## src/rtl/mux_scan_sel_if.sv

```systemverilog
// Bus bundle for mux_scan_sel: channel data and control in, selected word
// plus scan status out. The master side drives data/control; the selector
// is the slave.
interface mux_scan_sel_if #(
  parameter int WIDTH    = 1,
  parameter int CHANNELS = 8,
  parameter int SELW     = 3
);
  logic [CHANNELS*WIDTH-1:0] din;
  logic [SELW-1:0]           sel;
  logic                      ce_n;
  logic                      mode;
  logic                      start;
  logic [WIDTH-1:0]          q;
  logic [WIDTH-1:0]          q_n;
  logic                      valid;
  logic [SELW-1:0]           chan;
  logic                      busy;
  logic                      done;

  modport master (
    output din, sel, ce_n, mode, start,
    input  q, q_n, valid, chan, busy, done
  );

  modport slave (
    input  din, sel, ce_n, mode, start,
    output q, q_n, valid, chan, busy, done
  );
endinterface

```

## src/rtl/mux_scan_sel.sv

```systemverilog
// Registered CHANNELS:1 data selector with true/complement outputs and an
// auto-scan mode that snapshots all channels and streams them out one per
// enabled cycle, starting at a chosen channel and wrapping around.
module mux_scan_sel #(
  parameter int WIDTH    = 1,
  parameter int CHANNELS = 8,
  parameter int SELW     = 3
) (
  input  logic            clk,
  input  logic            reset,
  mux_scan_sel_if.slave   bus
);

  localparam int              NSLOT    = 1 << SELW;
  localparam int              CNTW     = $clog2(CHANNELS + 1);
  localparam logic [SELW:0]   CH_EXT   = (SELW + 1)'(CHANNELS);
  localparam logic [SELW-1:0] LAST_IDX = SELW'(CHANNELS - 1);
  localparam logic [CNTW-1:0] LAST_CNT = CNTW'(CHANNELS - 1);

  typedef enum logic {ST_IDLE, ST_SCAN} state_t;

  state_t                    state_q, state_d;
  logic [SELW-1:0]           idx_q, idx_d;
  logic [CNTW-1:0]           cnt_q, cnt_d;
  logic [CHANNELS*WIDTH-1:0] snap_q, snap_d;
  logic [WIDTH-1:0]          q_q, q_d;
  logic [WIDTH-1:0]          q_n_q, q_n_d;
  logic                      valid_q, valid_d;
  logic [SELW-1:0]           chan_q, chan_d;
  logic                      busy_q, busy_d;
  logic                      done_q, done_d;

  // Channel views of live and snapshot data, padded to a full power-of-two
  // table so any select value indexes a defined (zero) slot.
  logic [WIDTH-1:0] din_ch  [NSLOT];
  logic [WIDTH-1:0] snap_ch [NSLOT];

  for (genvar k = 0; k < NSLOT; k++) begin : g_slot
    if (k < CHANNELS) begin : g_used
      assign din_ch[k]  = bus.din[k*WIDTH +: WIDTH];
      assign snap_ch[k] = snap_q[k*WIDTH +: WIDTH];
    end else begin : g_unused
      assign din_ch[k]  = '0;
      assign snap_ch[k] = '0;
    end
  end

  logic sel_ok;
  assign sel_ok = ({1'b0, bus.sel} < CH_EXT);

  // Next-state and next-output decode for direct selection and scanning.
  always_comb begin
    // NOTE: every target gets a default up front so no path can infer a latch.
    state_d = state_q;
    idx_d   = idx_q;
    cnt_d   = cnt_q;
    snap_d  = snap_q;
    q_d     = q_q;
    chan_d  = chan_q;
    valid_d = 1'b0;
    busy_d  = busy_q;
    done_d  = 1'b0;

    case (state_q)
      ST_IDLE: begin
        busy_d = 1'b0;
        if (bus.mode && bus.start) begin
          // Accept a scan: freeze all channels and pick the start index.
          snap_d  = bus.din;
          idx_d   = sel_ok ? bus.sel : '0;
          chan_d  = sel_ok ? bus.sel : '0;
          cnt_d   = '0;
          busy_d  = 1'b1;
          q_d     = '0;
          state_d = ST_SCAN;
        end else begin
          chan_d = bus.sel;
          if (!bus.ce_n && sel_ok) begin
            q_d     = din_ch[bus.sel];
            valid_d = 1'b1;
          end else begin
            q_d = '0;
          end
        end
      end

      ST_SCAN: begin
        // A high ce_n pauses: q/chan/idx/count hold, valid drops.
        if (!bus.ce_n) begin
          q_d     = snap_ch[idx_q];
          chan_d  = idx_q;
          valid_d = 1'b1;
          cnt_d   = cnt_q + 1'b1;
          idx_d   = (idx_q == LAST_IDX) ? '0 : idx_q + 1'b1;
          if (cnt_q == LAST_CNT) begin
            // Final word goes out with done; busy falls on the next IDLE edge.
            done_d  = 1'b1;
            state_d = ST_IDLE;
          end
        end
      end

      default: state_d = ST_IDLE;
    endcase

    q_n_d = ~q_d;
  end

  // State and output registers with synchronous reset.
  always_ff @(posedge clk) begin
    // NOTE: sequential state uses non-blocking assignments so every flop
    // samples the pre-edge values regardless of statement order.
    if (reset) begin
      state_q <= ST_IDLE;
      idx_q   <= '0;
      cnt_q   <= '0;
      // NOTE: the snapshot is a plain register, cleared so a scan never
      // exposes stale data from before reset.
      snap_q  <= '0;
      q_q     <= '0;
      q_n_q   <= '1;
      valid_q <= 1'b0;
      chan_q  <= '0;
      busy_q  <= 1'b0;
      done_q  <= 1'b0;
    end else begin
      state_q <= state_d;
      idx_q   <= idx_d;
      cnt_q   <= cnt_d;
      snap_q  <= snap_d;
      q_q     <= q_d;
      q_n_q   <= q_n_d;
      valid_q <= valid_d;
      chan_q  <= chan_d;
      busy_q  <= busy_d;
      done_q  <= done_d;
    end
  end

  assign bus.q     = q_q;
  assign bus.q_n   = q_n_q;
  assign bus.valid = valid_q;
  assign bus.chan  = chan_q;
  assign bus.busy  = busy_q;
  assign bus.done  = done_q;

endmodule

```

## src/flat_wrapper.sv

```systemverilog
// flat-port wrapper written by rule: the top's interface ports become plain ports
module mux_scan_sel_flat 
#(
  parameter int WIDTH    = 1,
  parameter int CHANNELS = 8,
  parameter int SELW     = 3
)
  (clk, reset, bus_din, bus_sel, bus_ce_n, bus_mode, bus_start, bus_q, bus_q_n, bus_valid, bus_chan, bus_busy, bus_done);
  mux_scan_sel_if #(.WIDTH(WIDTH), .CHANNELS(CHANNELS), .SELW(SELW)) bus_i ();
  input  logic clk;
  input  logic reset;
  input wire logic [$bits(bus_i.din)-1:0] bus_din;
  input wire logic [$bits(bus_i.sel)-1:0] bus_sel;
  input wire logic [$bits(bus_i.ce_n)-1:0] bus_ce_n;
  input wire logic [$bits(bus_i.mode)-1:0] bus_mode;
  input wire logic [$bits(bus_i.start)-1:0] bus_start;
  output wire logic [$bits(bus_i.q)-1:0] bus_q;
  output wire logic [$bits(bus_i.q_n)-1:0] bus_q_n;
  output wire logic [$bits(bus_i.valid)-1:0] bus_valid;
  output wire logic [$bits(bus_i.chan)-1:0] bus_chan;
  output wire logic [$bits(bus_i.busy)-1:0] bus_busy;
  output wire logic [$bits(bus_i.done)-1:0] bus_done;
  assign bus_i.din = bus_din;
  assign bus_i.sel = bus_sel;
  assign bus_i.ce_n = bus_ce_n;
  assign bus_i.mode = bus_mode;
  assign bus_i.start = bus_start;
  assign bus_q = bus_i.q;
  assign bus_q_n = bus_i.q_n;
  assign bus_valid = bus_i.valid;
  assign bus_chan = bus_i.chan;
  assign bus_busy = bus_i.busy;
  assign bus_done = bus_i.done;
  mux_scan_sel #(.WIDTH(WIDTH), .CHANNELS(CHANNELS), .SELW(SELW)) u_core (.clk(clk), .reset(reset), .bus(bus_i));
endmodule
```

## config.mk

```make
export PLATFORM = sky130hd
export DESIGN_NAME = mux_scan_sel_flat
export DESIGN_NICKNAME = d
export VERILOG_FILES = /design/src/rtl/mux_scan_sel_if.sv /design/src/rtl/mux_scan_sel.sv /design/src/flat_wrapper.sv
export SDC_FILE = /design/constraint.sdc
export NUM_CORES = 1
export LEC_CHECK = 0
export ABC_CLOCK_PERIOD_IN_PS = 1200
export BUFFER_PORTS_ARGS = -buffer_cell sky130_fd_sc_hd__buf_4
export CORE_ASPECT_RATIO = 1.75
export CORE_UTILIZATION = 47
export CTS_CLUSTER_DIAMETER = 120
export DETAILED_ROUTE_END_ITERATION = 7
export HOLD_SLACK_MARGIN = 0.06
export MAX_ROUTING_LAYER = met4
export PLACE_DENSITY = 0.75
export SLEW_MARGIN = 20
export SYNTH_ARGS = -nofsm -noshare
export SYNTH_HDL_FRONTEND = slang
export SYNTH_SLANG_ARGS = --single-unit
```

## constraint.sdc

```tcl
create_clock -name clk -period 1.2 [get_ports clk]
set_input_delay 0.24 -clock clk [delete_from_list [all_inputs] [get_ports clk]]
set_output_delay 0.24 -clock clk [all_outputs]
set_load 0.01 [all_outputs]
```

==> results.py, run 1 <==
metrics = {
    "logic_synthesis": {
        "synth.most_common_cell": "dfxtp_1",
        "synth_edf_count": 0,
        "synth-xor-area-share": 0,
        "synth_ff_type": "dfxtp_1",
        "syn-cell-area_um2": 1120,
        "synth-seq-cells": 24,
        "syn_nets": 135,
        "synthCells": 116,
        "muxShareOfSynthArea": 0.145,
        "synth_top_area_share": 0.430,
        "synth-compound-area-share": 0.154,
        "ys_async_sr_fraction": 0,
        "yosysWarnings": 0,
        "synthTopCellsByArea": "dfxtp_1 (43%), nand2_1 (7.4%), mux4_1 (7.1%), a21oi_1 (6.3%), mux2i_1 (5.4%)",
        "synth.avg_cell_area_um2": 9.62,
        "synth_top_family_by_area": "simple AND/OR/NAND/NOR gates",
        "yosys.area_share.adder": 0.0336,
        "netlist.top_cell.by_area": "dfxtp_1",
        "yosysSeqAreaShare": 0.430,
        "synth_simple_gate_area_frac": 0.204,
        "ys_types": 30,
        "synthTopCellsByCount": "dfxtp_1 (24), nand2_1 (22), a21oi_1 (14), a211oi_1 (6), mux2i_1 (6)",
    },
    "power_and_ir_drop": {
        "post-layout-total-power_mw": 1.73,
        "ir_drop_mv": 0.676,
        "leakage_nw": 0.596,
        "power.density_nw_per_um2": 1200,
    },
    "setup_path": {
        "worstReg2RegStart": "u_core.idx_q[1]$_SDFFE_PP0P_",
        "reg2regPathDepth": 3,
        "worstPathRequired_ns": 1.41,
        "startpoint_type": "flop",
        "critPathArrivalTime_ns": 1.58,
        "critical_path.endpoint_type": "flop",
        "r2r_end": "u_core.bus.q_n$_SDFF_PP1_",
        "rrSetupSlack_ns": -0.16,
        "criticalPathCategory": "reg -> reg",
        "path_max_fanout": 5,
    },
    "floorplanning": {
        "start_util": 0.491,
        "fp.dieW_um": 38.8,
        "die_y_um": 66.5,
        "die_area_um2": 2580,
        "core-area_um2": 2270,
        "rows": 23,
        "io_pins": 24,
    },
    "global_route": {
        "grt_overflow": 0,
        "grt_pass1_vias": 984,
        "grt_max_degree": 17,
        "antenna_found_initial": 0,
        "grt_pass1_wl_mm": 4.14,
        "grt_usage": 0.235,
    },
    "clock_network": {
        "clock-sinks": 24,
        "clockRootBuffer": "clkbuf_8",
        "clk_path_buf_depth": 2,
        "cts_tree": "yes",
        "cts_hold_buf": 0,
        "clk_pin_slew_ns": 0.08,
        "cts_made_buffers": 3,
        "htreeDepth": 1,
        "clk_latency_ns": 0.27,
    },
    "worst_hold_path": {
        "worstHoldStart": "reset",
        "holdPathStages": 2,
        "worstHoldPathType": "in -> reg",
        "hold_path_end": "u_core.cnt_q[0]$_SDFFE_PP0P_",
    },
    "place": {
        "place_congestion": 0.793,
        "dp.cells": 169,
        "place_hpwl_mm": 1.98,
        "io_buffers": 23,
    },
    "route": {
        "drtPass1Iterations": 5,
        "vias_per_cell": 5.82,
        "ant_nets": 0,
        "drt_iter0_drc": 25,
        "finalWirelength_mm": 2.67,
        "vias": 1012,
        "drcViolationCount": 0,
        "drt-wirelength-per-cell_um": 15.4,
    },
    "cells_and_area": {
        "post_route_cells_drive_above_1_share": 0.322,
        "fin_nets": 169,
        "areaGrowthSynthToFinish_pct": 29.4,
        "diodes": 0,
        "final_cells": 174,
        "fin_util": 0.635,
        "fillers": 203,
    },
    "timing": {
        "hold_ws_ns": 0.195,
        "layout_min_cycle_time_ns": 1.36,
        "setup_ws_ns": -0.163,
        "min_period_over_period": 1.14,
        "worst_pin_slew_ns": 0.258,
        "hold_viol": 0,
        "max-slew-margin-rel": 0.823,
        "final-setup-viol-count": 3,
        "maxSlewViolCount": 0,
        "rsz0062_at_grt": "yes",
        "skew_ns": 0.00275,
        "fmax_ghz": 0.733,
    },
    "run": {
        "maxCapViolCount": 0,
    },
    "status": {
        "violations": "negative setup slack",
        "outcome": "finished with violations",
    },
}
-- worst max path at each step --
stage	from	end	slack, ns	depth (start not counted)
after floorplan	u_core.idx_q[1]$_SDFFE_PP0P_	flop	-0.03	3
after global placement	bus_sel[0]	flop	-0.1	4
after detailed placement	bus_sel[0]	u_core.bus.q_n$_SDFF_PP1_	-0.21	4
after CTS	u_core.idx_q[1]$_SDFFE_PP0P_	u_core.bus.q_n$_SDFF_PP1_	-0.15	3
after global routing	u_core.idx_q[1]$_SDFFE_PP0P_	u_core.bus.q_n$_SDFF_PP1_	-0.22	3
final	u_core.idx_q[1]$_SDFFE_PP0P_	u_core.bus.q_n$_SDFF_PP1_	-0.16	3
-- area by class of cell --
type	count	area (um2)	share of cell area
Tap cell	25	31.3	0.0217
Inverter	1	3.75	0.00260
Sequential cell	24	484	0.335
Multi-Input combinational cell	85	607	0.420
Timing Repair Buffer	35	263	0.182
Clock buffer	4	55.1	0.0381
-- what timing repair did --
| action | 4_1_cts | 5_1_grt |
|---|---|---|
| pin swaps | 2 | 0 |
| setup endpoints to repair | 5 | 15 |
| hold endpoints to repair | 0 | 0 |
| gates cloned | 0 | 0 |
| buffers inserted | 0 | 1 |
| gates resized for setup | 2 | 2 |
-- placed cells by master, fill, tap and decap left out, types with 2 or more instances in the layout --
master	netlist	routed
nand2_1	22	22
mux2i_1	6	5
nand3_1	2	2
buf_4	0	35
nand2b_1	3	3
mux4_2	1	2
ha_1	3	3
nor2b_1	2	2
nor2_1	5	5
clkbuf_8	0	4
mux4_1	3	2
a211oi_1	6	6
nor3_1	5	5
a21oi_1	14	14
dfxtp_1	24	23
-- registers in the layout, indices dropped and copies added, names as in the netlist, named ones only --
| name | flops |
|---|---|
| u_core.bus.chan | 3 |
| u_core.cnt_q | 4 |
| u_core.bus.busy | 1 |
| u_core.state_q | 1 |
| u_core.bus.done | 1 |
| u_core.snap_q | 8 |
| u_core.bus.q_n | 1 |
| u_core.idx_q | 3 |
| u_core.bus.valid | 1 |
-- cells by family (layout without fill, tap and decap cells) --
kind of cell / Yosys count / in the layout
buffers and inverters: 7 / 40
and+or+nand+nor: 46 / 46
muxes: 10 / 10
DFF: 24 / 24
adders and majority gates: 3 / 3
AOI/OAI and AO/OA: 26 / 26
-- through the flow --
stage	setup TNS (ns)	setup WS [ns]	instance area [um2]
5_1_grt	-0.730	-0.216	1440
4_1_cts	-0.359	-0.151	1430
3_3_place_gp	-0.193	-0.0972	1370
2_1_floorplan	-0.0438	-0.0262	1120
3_5_place_dp	-0.479	-0.210	1370
6_report	-0.368	-0.163	1440
-- routing by layer --
| layer | part of all wire | track usage |
|---|---|---|
| met5 | 0 | - |
| met4 | 0.034 | 0.155 |
| met3 | 0.037 | 0.0267 |
| met2 | 0.56 | 0.396 |
| met1 | 0.36 | 0.244 |
-- power breakdown --
group          internal [mW]  leakage (nW)  switching [mW]
sequential             0.839         0.197          0.0342
combinational          0.163         0.370           0.142
clock                  0.293        0.0288           0.257
total                   1.29         0.596           0.433
-- worst max-delay path, stage by stage (launching register included) --
cell and delay (ns):
dfxtp_4 0.39, mux4_2 0.53, o22ai_2 0.19, o32a_1 0.19
Power figures use the tool's default switching activity.
==> run 2, diff against run 1 <==
--- a/config.mk
+++ b/config.mk
@@ -5,15 +5,14 @@
 export SDC_FILE = /design/constraint.sdc
 export NUM_CORES = 1
 export LEC_CHECK = 0
-export ABC_CLOCK_PERIOD_IN_PS = 1200
+export ABC_CLOCK_PERIOD_IN_PS = 1700
 export BUFFER_PORTS_ARGS = -buffer_cell sky130_fd_sc_hd__buf_4
-export CORE_ASPECT_RATIO = 1.75
-export CORE_UTILIZATION = 47
+export CORE_UTILIZATION = 56
 export CTS_CLUSTER_DIAMETER = 120
 export DETAILED_ROUTE_END_ITERATION = 7
 export HOLD_SLACK_MARGIN = 0.06
 export MAX_ROUTING_LAYER = met4
-export PLACE_DENSITY = 0.75
+export PLACE_DENSITY = 0.84
 export SLEW_MARGIN = 20
 export SYNTH_ARGS = -nofsm -noshare
 export SYNTH_HDL_FRONTEND = slang
==> constraint.sdc (replaced) <==
create_clock -name clk -period 1.7 [get_ports clk]
set_input_delay 0.34 -clock clk [delete_from_list [all_inputs] [get_ports clk]]
set_output_delay 0.34 -clock clk [all_outputs]
set_load 0.01 [all_outputs]
==> run 2 against run 1 <==
  * The flow now finishes without violations
  * Clock power down 45%
  * Global-route usage rose by 2.0 points
  * Critical path depth is the same
  * Utilization rose by 11 points
  * Power is 36% lower
  * Sequential power decreased by 29%
  * Fmax down 4.8%
==> results.py, run 2 (synthesis results as in run 1) <==
metrics = {
    "clock_network": {
        "cts_hold_buf": 0,
        "cts_tree": "yes",
        "clk_pin_slew_ns": 0.13,
        "cts_resized": 0,
        "clk_path_buf_depth": 2,
        "cts_made_buffers": 3,
        "clk_latency_ns": 0.32,
        "clock-sinks": 24,
        "htreeDepth": 1,
        "clockRootBuffer": "clkbuf_4",
        "post-cts-setup-buffers": 0,
    },
    "place": {
        "placed_area_um2": 1300,
        "dp.cells": 160,
        "io_buffers": 23,
        "place_congestion": 0.762,
        "place_hpwl_mm": 1.74,
    },
    "setup_path": {
        "path_cells": "mux4_1, o22ai_2, o32ai_1",
        "worstPathRequired_ns": 1.91,
        "max_stage_delay_ns": 0.61,
        "criticalPathCategory": "reg -> reg",
        "startpoint_type": "flop",
        "critical_path.endpoint_type": "flop",
        "critPathArrivalTime_ns": 1.65,
        "path_max_fanout": 5,
        "crit_slowest_cell": "mux4_1",
    },
    "global_route": {
        "met1_usage": 0.352,
        "grt_usage": 0.255,
        "grtUsageMet2": 0.369,
        "grt_pass1_wl_mm": 3.75,
        "grt_overflow": 0,
        "grt_pass1_vias": 804,
        "top_usage_layer": "met2",
        "grt.met3_usage": 0.0627,
        "antenna_found_initial": 0,
        "grt_max_degree": 25,
    },
    "power_and_ir_drop": {
        "ir_drop_mv": 0.656,
        "leakage_nw": 0.544,
        "post-layout-total-power_mw": 1.11,
        "power.density_nw_per_um2": 826,
    },
    "route": {
        "finalWirelength_mm": 2.36,
        "drt_iter0_drc": 37,
        "vias_per_cell": 5.73,
        "drcViolationCount": 0,
        "vias": 939,
        "drt-wirelength-per-cell_um": 14.4,
        "ant_nets": 0,
        "drtPass1Iterations": 4,
    },
    "floorplanning": {
        "io_pins": 24,
        "fp.dieW_um": 46.6,
        "rows": 15,
        "start_util": 0.619,
        "die_area_um2": 2180,
        "core-area_um2": 1800,
        "die_y_um": 46.6,
    },
    "cells_and_area": {
        "layout_common_cells": "buf_4 (25), dfxtp_1 (24), nand2_1 (22)",
        "areaGrowthSynthToFinish_pct": 19.8,
        "diodes": 0,
        "post_route_cells_drive_above_1_share": 0.230,
        "regMostFlops": "u_core.snap_q",
        "largest_reg_flops": 8,
        "reg_top3": "u_core.snap_q x8, u_core.cnt_q x4",
        "final_area_um2": 1340,
        "fin_nets": 159,
        "final_cells": 164,
        "layout_commonest_cell": "buf_4",
        "register_area_um2": 480,
        "multi_input_area_um2": 598,
        "fillers": 150,
    },
    "timing": {
        "tns_ns": 0,
        "hold_viol": 0,
        "max-slew-margin-rel": 0.686,
        "worst_pin_slew_ns": 0.472,
        "maxSlewViolCount": 0,
        "skew_ns": 0.00623,
        "layout_min_cycle_time_ns": 1.43,
        "final-setup-viol-count": 0,
        "rsz0062_at_grt": "no",
        "fmax_ghz": 0.698,
        "hold_ws_ns": 0.261,
        "min_period_over_period": 0.842,
    },
    "run": {
        "maxCapViolCount": 0,
    },
    "status": {
        "outcome": "complete, no violations",
    },
    "worst_hold_path": {
        "worstHoldPathType": "in -> reg",
    },
}
==> run 2: area by class of cell <==
type                       instances  area share
inverter                           1     0.00281
multi-input combinational         85       0.447
tap                               25      0.0234
timing repair buffer              25       0.140
sequential                        24       0.359
clock buffer                       4      0.0271
==> run 2: worst paths after layout <==
| kind | startpoint | endpoint | slack [ns] | cells past startpoint |
|---|---|---|---|---|
| min reg2reg | u_core.snap_q[1]$_SDFFE_PP0P_ | u_core.snap_q[1]$_SDFFE_PP0P_ | 0.47 | 2 |
| max | u_core.idx_q[1]$_SDFFE_PP0P_ | flop | 0.27 | 3 |
| max reg2reg | u_core.idx_q[1]$_SDFFE_PP0P_ | flop | 0.27 | 3 |
| min | bus_ce_n | u_core.bus.valid$_SDFF_PP0_ | 0.26 | 2 |
==> run 2: stage by stage <==
stage               setup WS, ns  utilization
floorplan                  0.379            -
global placement           0.250        0.722
CTS                        0.266        0.742
global route               0.194        0.742
detailed placement         0.230        0.722
finish                     0.268        0.742
==> run 2: critical path, delay by kind of cell (launching register included) <==
kind | cells | cell delay (ns)
AO/OA/AOI/OAI | 2 | 0.26
multiplexers | 1 | 0.61
flip-flops | 1 | 0.46
==> run 2: report_power, final <==
part | switching, mW | leakage [nW] | internal (mW)
combinational | 0.0920 | 0.327 | 0.0959
sequential | 0.0236 | 0.197 | 0.592
clock | 0.171 | 0.0210 | 0.131
total | 0.286 | 0.544 | 0.819
==> run 2: routing by layer <==
metal  vias up  wire length [um]
li1        467                 -
met1       429              1040
met2        41              1130
met3         2               166
met4         0                16
met5         -                 0
